### config.mk
export PLATFORM = sky130hd
export DESIGN_NAME = fu_issue_arbiter_flat
export DESIGN_NICKNAME = d
export VERILOG_FILES = /design/src/rtl/fu_issue_arbiter_if.sv /design/src/rtl/fu_issue_arbiter.sv /design/src/flat_wrapper.sv
export SDC_FILE = /design/constraint.sdc
export NUM_CORES = 1
export LEC_CHECK = 0
export ABC_AREA = 1
export CAP_MARGIN = 25
export CORE_AREA = 2 2 123 125
export CTS_CLUSTER_DIAMETER = 40
export DETAILED_ROUTE_END_ITERATION = 10
export DIE_AREA = 0 0 125 127
export HOLD_SLACK_MARGIN = 0.08
export SETUP_SLACK_MARGIN = 0.3
export SLEW_MARGIN = 40
export SYNTH_ARGS = -nofsm -noshare
export SYNTH_HDL_FRONTEND = slang
export SYNTH_SLANG_ARGS = --single-unit
### constraint.sdc
create_clock -name clk -period 5.37 [get_ports clk]
set_clock_uncertainty 0.15 [all_clocks]
set_input_delay 0.537 -clock clk [delete_from_list [all_inputs] [get_ports clk]]
set_output_delay 0.537 -clock clk [all_outputs]
set_load 0.01 [all_outputs]
### src/rtl/fu_issue_arbiter_if.sv
// Issue-arbiter bus: reservation-station requests in, grants and FU status out.
// Latency: n/a (signal bundle only).
// Backpressure: n/a; the slave modport drives grants and fu_ready back to the master.
//
// Signals:
//   flush        suppress all grants this cycle
//   req_valid    per-requester issue request
//   req_fu       per-requester target FU index, 2 bits each ([2i+1:2i])
//   grant        per-requester grant
//   fu_issue     per-FU issue strobe
//   fu_issue_idx per-FU winning requester index (IDX_W each)
//   fu_ready     per-FU free flag (busy counter == 0)
interface fu_issue_arbiter_if #(
    parameter int N_REQ  = 8,
    parameter int NUM_FU = 3,
    parameter int IDX_W  = $clog2(N_REQ)
);
    logic                    flush;
    logic [N_REQ-1:0]        req_valid;
    logic [2*N_REQ-1:0]      req_fu;
    logic [N_REQ-1:0]        grant;
    logic [NUM_FU-1:0]       fu_issue;
    logic [IDX_W*NUM_FU-1:0] fu_issue_idx;
    logic [NUM_FU-1:0]       fu_ready;

    // Requester side (reservation stations / test driver).
    modport master (
        output flush, req_valid, req_fu,
        input  grant, fu_issue, fu_issue_idx, fu_ready
    );

    // Arbiter side.
    modport slave (
        input  flush, req_valid, req_fu,
        output grant, fu_issue, fu_issue_idx, fu_ready
    );
endinterface

### src/rtl/fu_issue_arbiter.sv
// Per-FU round-robin issue arbiter with busy counters that gate FU readiness.
// Latency: grants are combinational (zero-cycle); counters/pointers update on the next clk edge.
// Backpressure: a busy FU (counter != 0) or flush withholds grants; requesters simply hold or re-present.
//
// Ports:
//   clk  rising-edge clock
//   rst  synchronous active-high reset
//   bus  fu_issue_arbiter_if.slave: flush, req_valid, req_fu in; grant, fu_issue, fu_issue_idx, fu_ready out
module fu_issue_arbiter #(
    parameter int                      N_REQ  = 8,
    parameter int                      NUM_FU = 3,
    parameter int                      LAT_W  = 4,
    parameter logic [NUM_FU*LAT_W-1:0] FU_LAT = {4'd3, 4'd1, 4'd1},
    localparam int                     IDX_W  = $clog2(N_REQ)
) (
    input  logic                 clk,
    input  logic                 rst,
    fu_issue_arbiter_if.slave    bus
);

    logic [LAT_W-1:0]  busy_cnt_q [NUM_FU];
    logic [LAT_W-1:0]  busy_cnt_d [NUM_FU];
    logic [IDX_W-1:0]  rr_ptr_q   [NUM_FU];
    logic [IDX_W-1:0]  rr_ptr_d   [NUM_FU];

    logic [NUM_FU-1:0]       fu_ready;
    logic [NUM_FU-1:0]       fu_issue;
    logic [IDX_W-1:0]        win [NUM_FU];
    logic [N_REQ-1:0]        grant;
    logic [IDX_W*NUM_FU-1:0] fu_issue_idx;

    // Arbitration: readiness depends only on registered counters, so there is
    // no combinational path from req inputs to fu_ready.
    always_comb begin
        grant        = '0;
        fu_issue     = '0;
        fu_ready     = '0;
        fu_issue_idx = '0;
        for (int k = 0; k < NUM_FU; k++) begin
            win[k]      = '0;
            fu_ready[k] = (busy_cnt_q[k] == '0);
            if (fu_ready[k] && !bus.flush) begin
                // Scan starting at the round-robin pointer; the first hit wins.
                for (int j = 0; j < N_REQ; j++) begin
                    if (!fu_issue[k]
                        && bus.req_valid[(int'(rr_ptr_q[k]) + j) % N_REQ]
                        && (int'(bus.req_fu[2*((int'(rr_ptr_q[k]) + j) % N_REQ) +: 2]) == k)) begin
                        fu_issue[k] = 1'b1;
                        win[k]      = IDX_W'((int'(rr_ptr_q[k]) + j) % N_REQ);
                    end
                end
            end
            // A requester names exactly one FU, so these grant bits never collide.
            if (fu_issue[k]) begin
                grant[win[k]] = 1'b1;
            end
            fu_issue_idx[k*IDX_W +: IDX_W] = win[k];
        end
    end

    // Next state: an issue reloads the counter with interval-1 (so the FU is
    // free again exactly FU_LAT cycles after the grant) and moves the pointer
    // just past the winner; otherwise count down to zero and hold the pointer.
    always_comb begin
        for (int k = 0; k < NUM_FU; k++) begin
            busy_cnt_d[k] = busy_cnt_q[k];
            rr_ptr_d[k]   = rr_ptr_q[k];
            if (fu_issue[k]) begin
                busy_cnt_d[k] = FU_LAT[k*LAT_W +: LAT_W] - 1'b1;
                rr_ptr_d[k]   = IDX_W'((int'(win[k]) + 1) % N_REQ);
            end else if (busy_cnt_q[k] != '0) begin
                busy_cnt_d[k] = busy_cnt_q[k] - 1'b1;
            end
        end
    end

    // Reset overrides everything; grants computed in a reset cycle are dropped.
    always_ff @(posedge clk) begin
        if (rst) begin
            for (int k = 0; k < NUM_FU; k++) begin
                busy_cnt_q[k] <= '0;
                rr_ptr_q[k]   <= '0;
            end
        end else begin
            for (int k = 0; k < NUM_FU; k++) begin
                busy_cnt_q[k] <= busy_cnt_d[k];
                rr_ptr_q[k]   <= rr_ptr_d[k];
            end
        end
    end

    assign bus.grant        = grant;
    assign bus.fu_issue     = fu_issue;
    assign bus.fu_issue_idx = fu_issue_idx;
    assign bus.fu_ready     = fu_ready;

endmodule

### src/flat_wrapper.sv
// flat-port wrapper written by rule: the top's interface ports become plain ports
module fu_issue_arbiter_flat 
#(
    parameter int                      N_REQ  = 8,
    parameter int                      NUM_FU = 3,
    parameter int                      LAT_W  = 4,
    parameter logic [NUM_FU*LAT_W-1:0] FU_LAT = {4'd3, 4'd1, 4'd1},
    localparam int                     IDX_W  = $clog2(N_REQ)
)
  (clk, rst, bus_flush, bus_req_valid, bus_req_fu, bus_grant, bus_fu_issue, bus_fu_issue_idx, bus_fu_ready);
  fu_issue_arbiter_if #(.N_REQ(N_REQ), .NUM_FU(NUM_FU)) bus_i ();
  input  logic clk;
  input  logic rst;
  input wire logic [$bits(bus_i.flush)-1:0] bus_flush;
  input wire logic [$bits(bus_i.req_valid)-1:0] bus_req_valid;
  input wire logic [$bits(bus_i.req_fu)-1:0] bus_req_fu;
  output wire logic [$bits(bus_i.grant)-1:0] bus_grant;
  output wire logic [$bits(bus_i.fu_issue)-1:0] bus_fu_issue;
  output wire logic [$bits(bus_i.fu_issue_idx)-1:0] bus_fu_issue_idx;
  output wire logic [$bits(bus_i.fu_ready)-1:0] bus_fu_ready;
  assign bus_i.flush = bus_flush;
  assign bus_i.req_valid = bus_req_valid;
  assign bus_i.req_fu = bus_req_fu;
  assign bus_grant = bus_i.grant;
  assign bus_fu_issue = bus_i.fu_issue;
  assign bus_fu_issue_idx = bus_i.fu_issue_idx;
  assign bus_fu_ready = bus_i.fu_ready;
  fu_issue_arbiter #(.N_REQ(N_REQ), .NUM_FU(NUM_FU), .LAT_W(LAT_W), .FU_LAT(FU_LAT)) u_core (.clk(clk), .rst(rst), .bus(bus_i));
endmodule
[Yosys cells after proc, flatten, opt, wreduce, memory -nomap -nowiden]
Memories as Yosys holds them, arrays and structs flattened.
Index checks and enable logic that the tools add are counted.
Storage, ports and cells
  bits of input ports: 27
  memory bits (writable): 21
  register bits after elaboration: 0
  output and inout port bits: 23
  memories kept: 2
  word-level logic and storage cells: 407
Operators by class
  add/subtract/negate cells: 27
  mux-type cells: 171
  reduce and logical (&&, ||, !) cells: 108
  bitwise logic cells: 29
  equal/unequal tests: 16
  $lt $le $gt $ge: 30
  shifts and indexed selects: 24
Memories
  u_core.busy_cnt_q: depth 3, bits a word 4, rd ports 3, clocked after Yosys merged registers in 0, write ports 3, line fu_issue_arbiter.sv:21  | logic [LAT_W-1:0] busy_cnt_q [NUM_FU];
  u_core.rr_ptr_q: depth 3, bits a word 3, rd ports 3, clocked after Yosys merged registers in 0, write ports 3, line fu_issue_arbiter.sv:23  | logic [IDX_W-1:0] rr_ptr_q [NUM_FU];
Operator list (count)
  16-bit by 5-bit indexed part select with 2-bit output: 24
  4-bit by 5-bit < comparator with 1-bit output, second input constant: 21
  1-bit 2-to-1 mux: 99
  3-bit 2-to-1 mux: 33
  1-bit binary-select mux with 3-bit select: 24
  3-bit OR reduction: 21
  1-bit logical AND: 51
  3-bit adder, second input constant: 12
  4-bit 2-to-1 mux: 9
  2-bit equality test, second input constant: 16
  3-bit by 4-bit < comparator with 1-bit output, second input constant: 6
  8-bit 2-to-1 mux: 3
  1-bit zero test: 22
  1-bit AND, first input constant: 21
  3-bit by 1-bit adder with 3-bit output, second input constant: 6
  3-bit by 2-bit adder with 3-bit output, second input constant: 6
  2-bit zero test: 8
  8-bit bitwise OR: 2
  4-bit zero test: 3
  4-bit nonzero test: 3
  4-bit by 1-bit subtractor with 4-bit output, second input constant: 3
  1-bit demux with 3-bit select: 3
  3-bit by 1-bit >= comparator with 1-bit output, second input constant: 3
  1-bit bitwise OR: 6

[Logic depth before layout (Yosys ltp)]
Gate-level depths: netlist (run 1).
An unclocked memory read counts as a cell.
  depth in word-level cells: 50
  mapped depth: 28

[Least setup slack after synthesis (run 1)]
Ideal clock, no wire load.
  path kind: register -> output
  start point: memory u_core.rr_ptr_q[0][3] (netlist bit)
  end point: output bus_grant[5]
  path slack: 1.886 ns
  arrival time: 2.797 ns
  buffers on the path: 4
  stages on the path, launching flop included: 24
  path through: dfxtp_1 -> inv_2 -> buf_6 -> buf_6 -> ha_1 -> buf_2 -> inv_1 -> buf_2 -> o21ai_0 -> nand3_1 -> nand2_2 -> nor2_4 -> nand4_2 -> nor2_2 -> nand2_1 -> inv_2 -> nand2_2 -> o21ai_2 -> inv_2 -> nand2_4 -> inv_2 -> nor2_2 -> nand2_1 -> nand3_1
RTL lines
  start: declaration: line fu_issue_arbiter.sv:23
  end: declaration: line flat_wrapper.sv:17  | output wire logic [$bits(bus_i.grant)-1:0] bus_grant;

==> results of run 1 <==
[where the power goes]
part	internal, mW	leakage [nW]	total, mW	switching [mW]
registers	0.213	0.173	0.262	0.0488
clock network	0.100	0.0409	0.162	0.0619
logic	1.19	2.40	3.46	2.27
total	1.50	2.61	3.89	2.38
[worst register-to-register path, delay by kind of cell, from the launching register on]
kind | cells | cell delay, ns
AND/OR/NAND/NOR | 8 | 1.01
adder cells (fa/ha/maj) | 2 | 0.90
buffers and inverters | 6 | 0.85
AO/OA/AOI/OAI | 3 | 0.43
flip-flops | 1 | 0.30
[layout make-up]
type	count	area [µm²]
Fill cell	1643	9240
Sequential cell	21	422
Clock buffer	3	75.1
Multi-Input combinational cell	720	3500
Clock inverter	1	5.00
Inverter	108	409
Tap cell	184	230
Timing Repair Buffer	55	536
[flip-flops by register name, indices dropped and copies added, names as in the netlist]
register and count:
u_core.rr_ptr_q 9, u_core.busy_cnt_q 12
[cell families (layout without fill, tap and decap cells)]
kind of cell | Yosys count | after routing | share of synthesized area
AO/OA/AOI/OAI | 112 | 112 | 0.143
flip-flops | 21 | 21 | 0.0924
adder cells (fa/ha/maj) | 10 | 10 | 0.0275
XOR/XNOR | 11 | 11 | 0.0212
AND/OR/NAND/NOR | 587 | 587 | 0.578
buffers and inverters | 141 | 167 | 0.138
[Yosys cell counts]
library cell / number / area (µm²)
a211oi_1: 6 / 45.0
a21boi_0: 1 / 7.51
a21o_1: 1 / 7.51
a21oi_1: 16 / 80.1
a21oi_4: 2 / 32.5
a31oi_1: 2 / 12.5
buf_2: 20 / 100
buf_4: 5 / 37.5
buf_6: 7 / 78.8
clkbuf_1: 1 / 3.75
dfxtp_1: 21 / 420
ha_1: 10 / 125
inv_1: 88 / 330
inv_2: 20 / 75.1
nand2_1: 321 / 1200
nand2_2: 17 / 106
nand2_4: 1 / 11.3
nand3_1: 142 / 711
nand3_2: 5 / 50.1
nand3b_1: 4 / 30.0
nand4_1: 17 / 106
nand4_2: 3 / 37.5
nor2_1: 57 / 214
nor2_2: 6 / 37.5
nor2_4: 4 / 45.0
nor2_8: 1 / 20.0
nor3_1: 7 / 35.0
nor3_4: 1 / 16.3
o211ai_1: 12 / 90.1
o21ai_0: 40 / 200
o21ai_1: 28 / 140
o21ai_2: 4 / 35.0
or2_2: 1 / 6.26
xnor2_1: 3 / 26.3
xor2_1: 8 / 70.1
[what timing repair did]
action                                  CTS  global route
endpoints found under the hold margin     0             0
endpoints found under the setup margin    0             8
hold buffers                              0             0
gates resized for setup                   0             3
[stage by stage]
| step | std cells | hold slack [ns] |
|---|---|---|
| after floorplan | 882 | 0.274 |
| after global placement | 1088 | 0.288 |
| after detailed placement | 1088 | 0.291 |
| after CTS | 1092 | 0.301 |
| after global routing | 1092 | 0.326 |
| final | 1092 | 0.298 |
[per-layer routing]
| metal | global-route usage | wire (µm) | vias up |
|---|---|---|---|
| li1 | - | - | 2913 |
| met1 | 0.264 | 7220 | 2463 |
| met2 | 0.298 | 6230 | 207 |
| met3 | 0.0293 | 1210 | 21 |
| met4 | 0.0438 | 288 | 0 |
| met5 | 0 | 0 | - |
[worst paths after layout]
| check | from | endpoint | slack (ns) | cells past startpoint |
|---|---|---|---|---|
| max | u_core.rr_ptr_q[0][4] | bus_grant[0] | 0.63 | 20 |
| min | u_core.busy_cnt_q[0][11] | u_core.busy_cnt_q[0][11] | 0.30 | 2 |
| max reg2reg | u_core.rr_ptr_q[0][7] | u_core.rr_ptr_q[0][7] | 1.63 | 19 |
| min reg2reg | u_core.busy_cnt_q[0][11] | u_core.busy_cnt_q[0][11] | 0.30 | 2 |
==> run metrics, run 1 <==
outcome=completed; effective utilization at floorplan=0.315; area of the core=14400 µm²; Routed Antenna Nets=0; highest achievable clock rate=211 MHz; antenna diode count=0; highest-delay cell along the critical path=clkdlybuf4s50_1; pin count of the biggest net entering global routing=57; number of top-level design ports=50; CP Capture Type=output port; power density over cell area=750 nW/µm²; power after layout=around 3.9 mW; CTS Buffer Depth=2; maximum single-stage delay on the critical path=0.53 ns; critical-path cell list=buf_4, inv_1, ha_1, clkinvlp_4, nand3_1, nand2_1, nor2_1, nand3_1, nand2_2, nor2_4, nand3_1, nand2_1, nor2_1, nand2_1, a21oi_1, nor2_4, nor2_1, nand3_1, nand3_1, clkdlybuf4s50_1; number of optimization iterations in the first detailed-route pass=5; worst setup margin=0.626 ns; Die Ht=around 130 µm; most frequent cells in the layout=nand2_1 (321), nand3_1 (142), inv_1 (86); Die Span X=125 µm; register bit total from synthesis=21; critical-path maximum fanout=14; wire length after detailed routing=14.9 mm; class of the worst hold path=flip-flop to flip-flop; instance area after placement=5090 µm²; count of input and output buffers=49; required time at the endpoint of the critical path=around 4.7 ns; TritonCTS clock tree=done; placed wire-length estimate=12.0 mm; initial DRC count=502; crit-path leading delay family=simple AND/OR/NAND/NOR gates; CP most frequent cell=nand3_1; initial antenna violation count=0; total clock buffers created by CTS=3; post-route setup TNS=0 ns; clock latency on the worst-skew pair=~0.26 ns; CP Buf/Inv Count=4; synthesized area per cell=5.16 µm²; final worst-path cycle share=0.884; Die Area=roughly 16000 µm²; share of synthesized area occupied by flip-flops and latches=0.0924; pre-CTS WS=~0.71 ns; vias in the first global route=a little over 5k; RePlAce Congestion=0.926; total track usage=0.186; Reg clk slew, reported paths=about 0.060 ns; routed vias=5604; fraction of final layout cells with drive strength greater than 1=0.0859; cell chosen for the clock root=clkbuf_16; unique cell type count in the Yosys netlist=35; Rows=44; critical setup path kind=flip-flop to output port; average wire per cell in the routed design=13.7 µm; max cap viols=0; Remaining Overflow, GRT=0; Vias per Instance=5.13; wire length of the first global-routing pass=roughly 25 mm; yosys synthesis warning count=0; Cell Area, Synth=4550 µm²; total leakage power=2.61 nW; arrival time reported for the critical path endpoint=4.06 ns; DRC viols=0; maximum level of the CTS H-tree=1; maximum vdd drop=0.000470 V; final count of pins violating max slew=0; Worst Tran Pin Value=between 0.5 and 0.6 ns; Num Clock Sinks=21; layout-stage area growth over the synthesis result=13.9%; most common library cell in the layout ignoring fill and taps=nand2_1; sort of element at the start of the critical path=flip-flop; Post-CTS Setup Repair Bufs=0; final number of setup-violating endpoints=0; Layout Cell Area excl Fill=5180 µm²; Final Util=0.359; synthesized instance count=882; relative slew slack=0.657; Final Hold Vio Count=0; unrepaired setup endpoints after global routing=no; Nets=946; final critical-path required period=between 4 and 5 ns; number of nets in the synthesized netlist=919
(Power assumes the default switching activity.)
==> inputs of run 2 (changes only) <==
Settings changed: CELL_PAD_IN_SITES_DETAIL_PLACEMENT from default to 2, CELL_PAD_IN_SITES_GLOBAL_PLACEMENT from default to 2, CORE_AREA 2 2 123 125 to 2 2 125 127, DIE_AREA 0 0 125 127 to 0 0 127 129, MAX_ROUTING_LAYER from default to met4, PLACE_DENSITY_LB_ADDON from default to 0.1.
==> run metrics, run 2 (same netlist as run 1, synthesis figures left out) <==
maximum vdd drop=approximately 0.0004 V; Reg clk slew, reported paths=0.06 ns; effective utilization at floorplan=0.304; area of the core=15000 µm²; Rows=45; pin count of the biggest net entering global routing=57; CP Capture Type=output port; Die Span X=127 µm; placed wire-length estimate=17.3 mm; pre-CTS WS=around 0.3 ns; routed vias=5998; Vias per Instance=5.44; required time at the endpoint of the critical path=4.68 ns; highest achievable clock rate=211 MHz; critical-path maximum fanout=9; initial DRC count=304; most common library cell in the layout ignoring fill and taps=nand2_1; area taken by multi-input logic gates=3530 µm²; max reg flops=12; Die Ht=129 µm; register area=425 µm²; most frequent cells in the layout=nand2_1 (321), nand3_1 (142), inv_1 (86); DRC viols=0; final count of pins violating max slew=0; vias in the first global route=6482; wire length of the first global-routing pass=34.7 mm; total track usage=0.273; post-route setup TNS=0 ns; registers with the highest flip-flop counts=u_core.busy_cnt_q (12), u_core.rr_ptr_q (9); final number of setup-violating endpoints=0; fraction of final layout cells with drive strength greater than 1=0.0963; max cap viols=0; unrepaired setup endpoints after global routing=yes; register-to-register path setup slack=roughly 1.6 ns; wire length after detailed routing=21.6 mm; class of the worst hold path=flip-flop to flip-flop; total clock buffers created by CTS=3; antenna diode count=0; Remaining Overflow, GRT=0; most flop-heavy register=u_core.busy_cnt_q; sort of element at the start of the critical path=primary input; arrival time reported for the critical path endpoint=4.06 ns; initial antenna violation count=0; Routed Antenna Nets=0; TritonCTS clock tree=done; clock latency on the worst-skew pair=roughly 0.26 ns; outcome=completed; number of optimization iterations in the first detailed-route pass=5; final critical-path required period=4.74 ns; CTS Buffer Depth=2; Die Area=16400 µm²; CTS hold repair buffers=0; Final Hold Vio Count=0; cell chosen for the clock root=clkbuf_16; worst setup margin=around 0.63 ns; Num Clock Sinks=21; final worst-path cycle share=0.883; count of input and output buffers=about 50; RePlAce Congestion=0.873; Worst Tran Pin Value=0.569 ns; number of top-level design ports=50; total leakage power=between 2 and 3 nW; Nets=952; layout-stage area growth over the synthesis result=15.7%; final-layout fill cell count=1984; relative slew slack=0.620; average wire per cell in the routed design=19.6 µm; maximum level of the CTS H-tree=1; critical setup path kind=primary input to output port; power density over cell area=799 nW/µm²
## run 2: power by group
group          internal, mW  switching (mW)
Sequential            0.215          0.0670
Combinational          1.24            2.52
Clock                 0.100          0.0634
## run 2: worst paths after layout
| check | start | endpoint | depth (start not counted) |
|---|---|---|---|
| setup / recovery | bus_req_valid[0] | bus_grant[0] | 18 |
| hold / removal | u_core.busy_cnt_q[0][11] | u_core.busy_cnt_q[0][11] | 2 |
| hold reg to reg | u_core.busy_cnt_q[0][11] | u_core.busy_cnt_q[0][11] | 2 |
| setup reg to reg | u_core.rr_ptr_q[0][6] | u_core.rr_ptr_q[0][7] | 19 |
## run 2: metrics by stage
stage	cells	hold WS [ns]	power, mW	util	instance area, µm²
6_report	1102	0.297	4.21	0.352	5270
5_1_grt	1102	0.320	4.67	0.352	5270
4_1_cts	1098	0.305	4.18	0.348	5210
3_5_place_dp	1094	0.294	3.97	0.342	5110
3_3_place_gp	1094	0.286	3.79	0.342	5110
2_1_floorplan	882	0.274	2.84	-	4550
## run 2: area by class of cell
class                      instances  area share
multi-input combinational        720       0.671
timing repair buffer              61       0.110
sequential                        21      0.0808
inverter                         108      0.0784
tap                              188      0.0447
clock buffer                       3      0.0143
clock inverter                     1    0.000951
## run 2: repair_timing
action                                  in CTS  in global routing
endpoints found under the setup margin       8                  8
buffers inserted                             0                  4
resized for setup                            5                  5
pin swaps                                    0                  0
## run 2: critical path: stages
cell and delay (ns):
clkdlybuf4s50_1 0.79, inv_1 0.08, nand2_1 0.08, nand2_1 0.07
o21ai_0 0.29, nand4_1 0.16, nand2_1 0.21, inv_2 0.09
nand3_1 0.16, nand2_1 0.07, nor2_1 0.12, nand2_1 0.07
a21oi_1 0.24, nor2_4 0.11, nor2_1 0.20, nand3_1 0.12
nand3_1 0.08, clkdlybuf4s50_1 0.56
## run 2: per-layer routing
layer  part of all wire  GRT usage
met5                  0          -
met4              0.029     0.0718
met3              0.023     0.0154
met2               0.48      0.477
met1               0.46      0.345
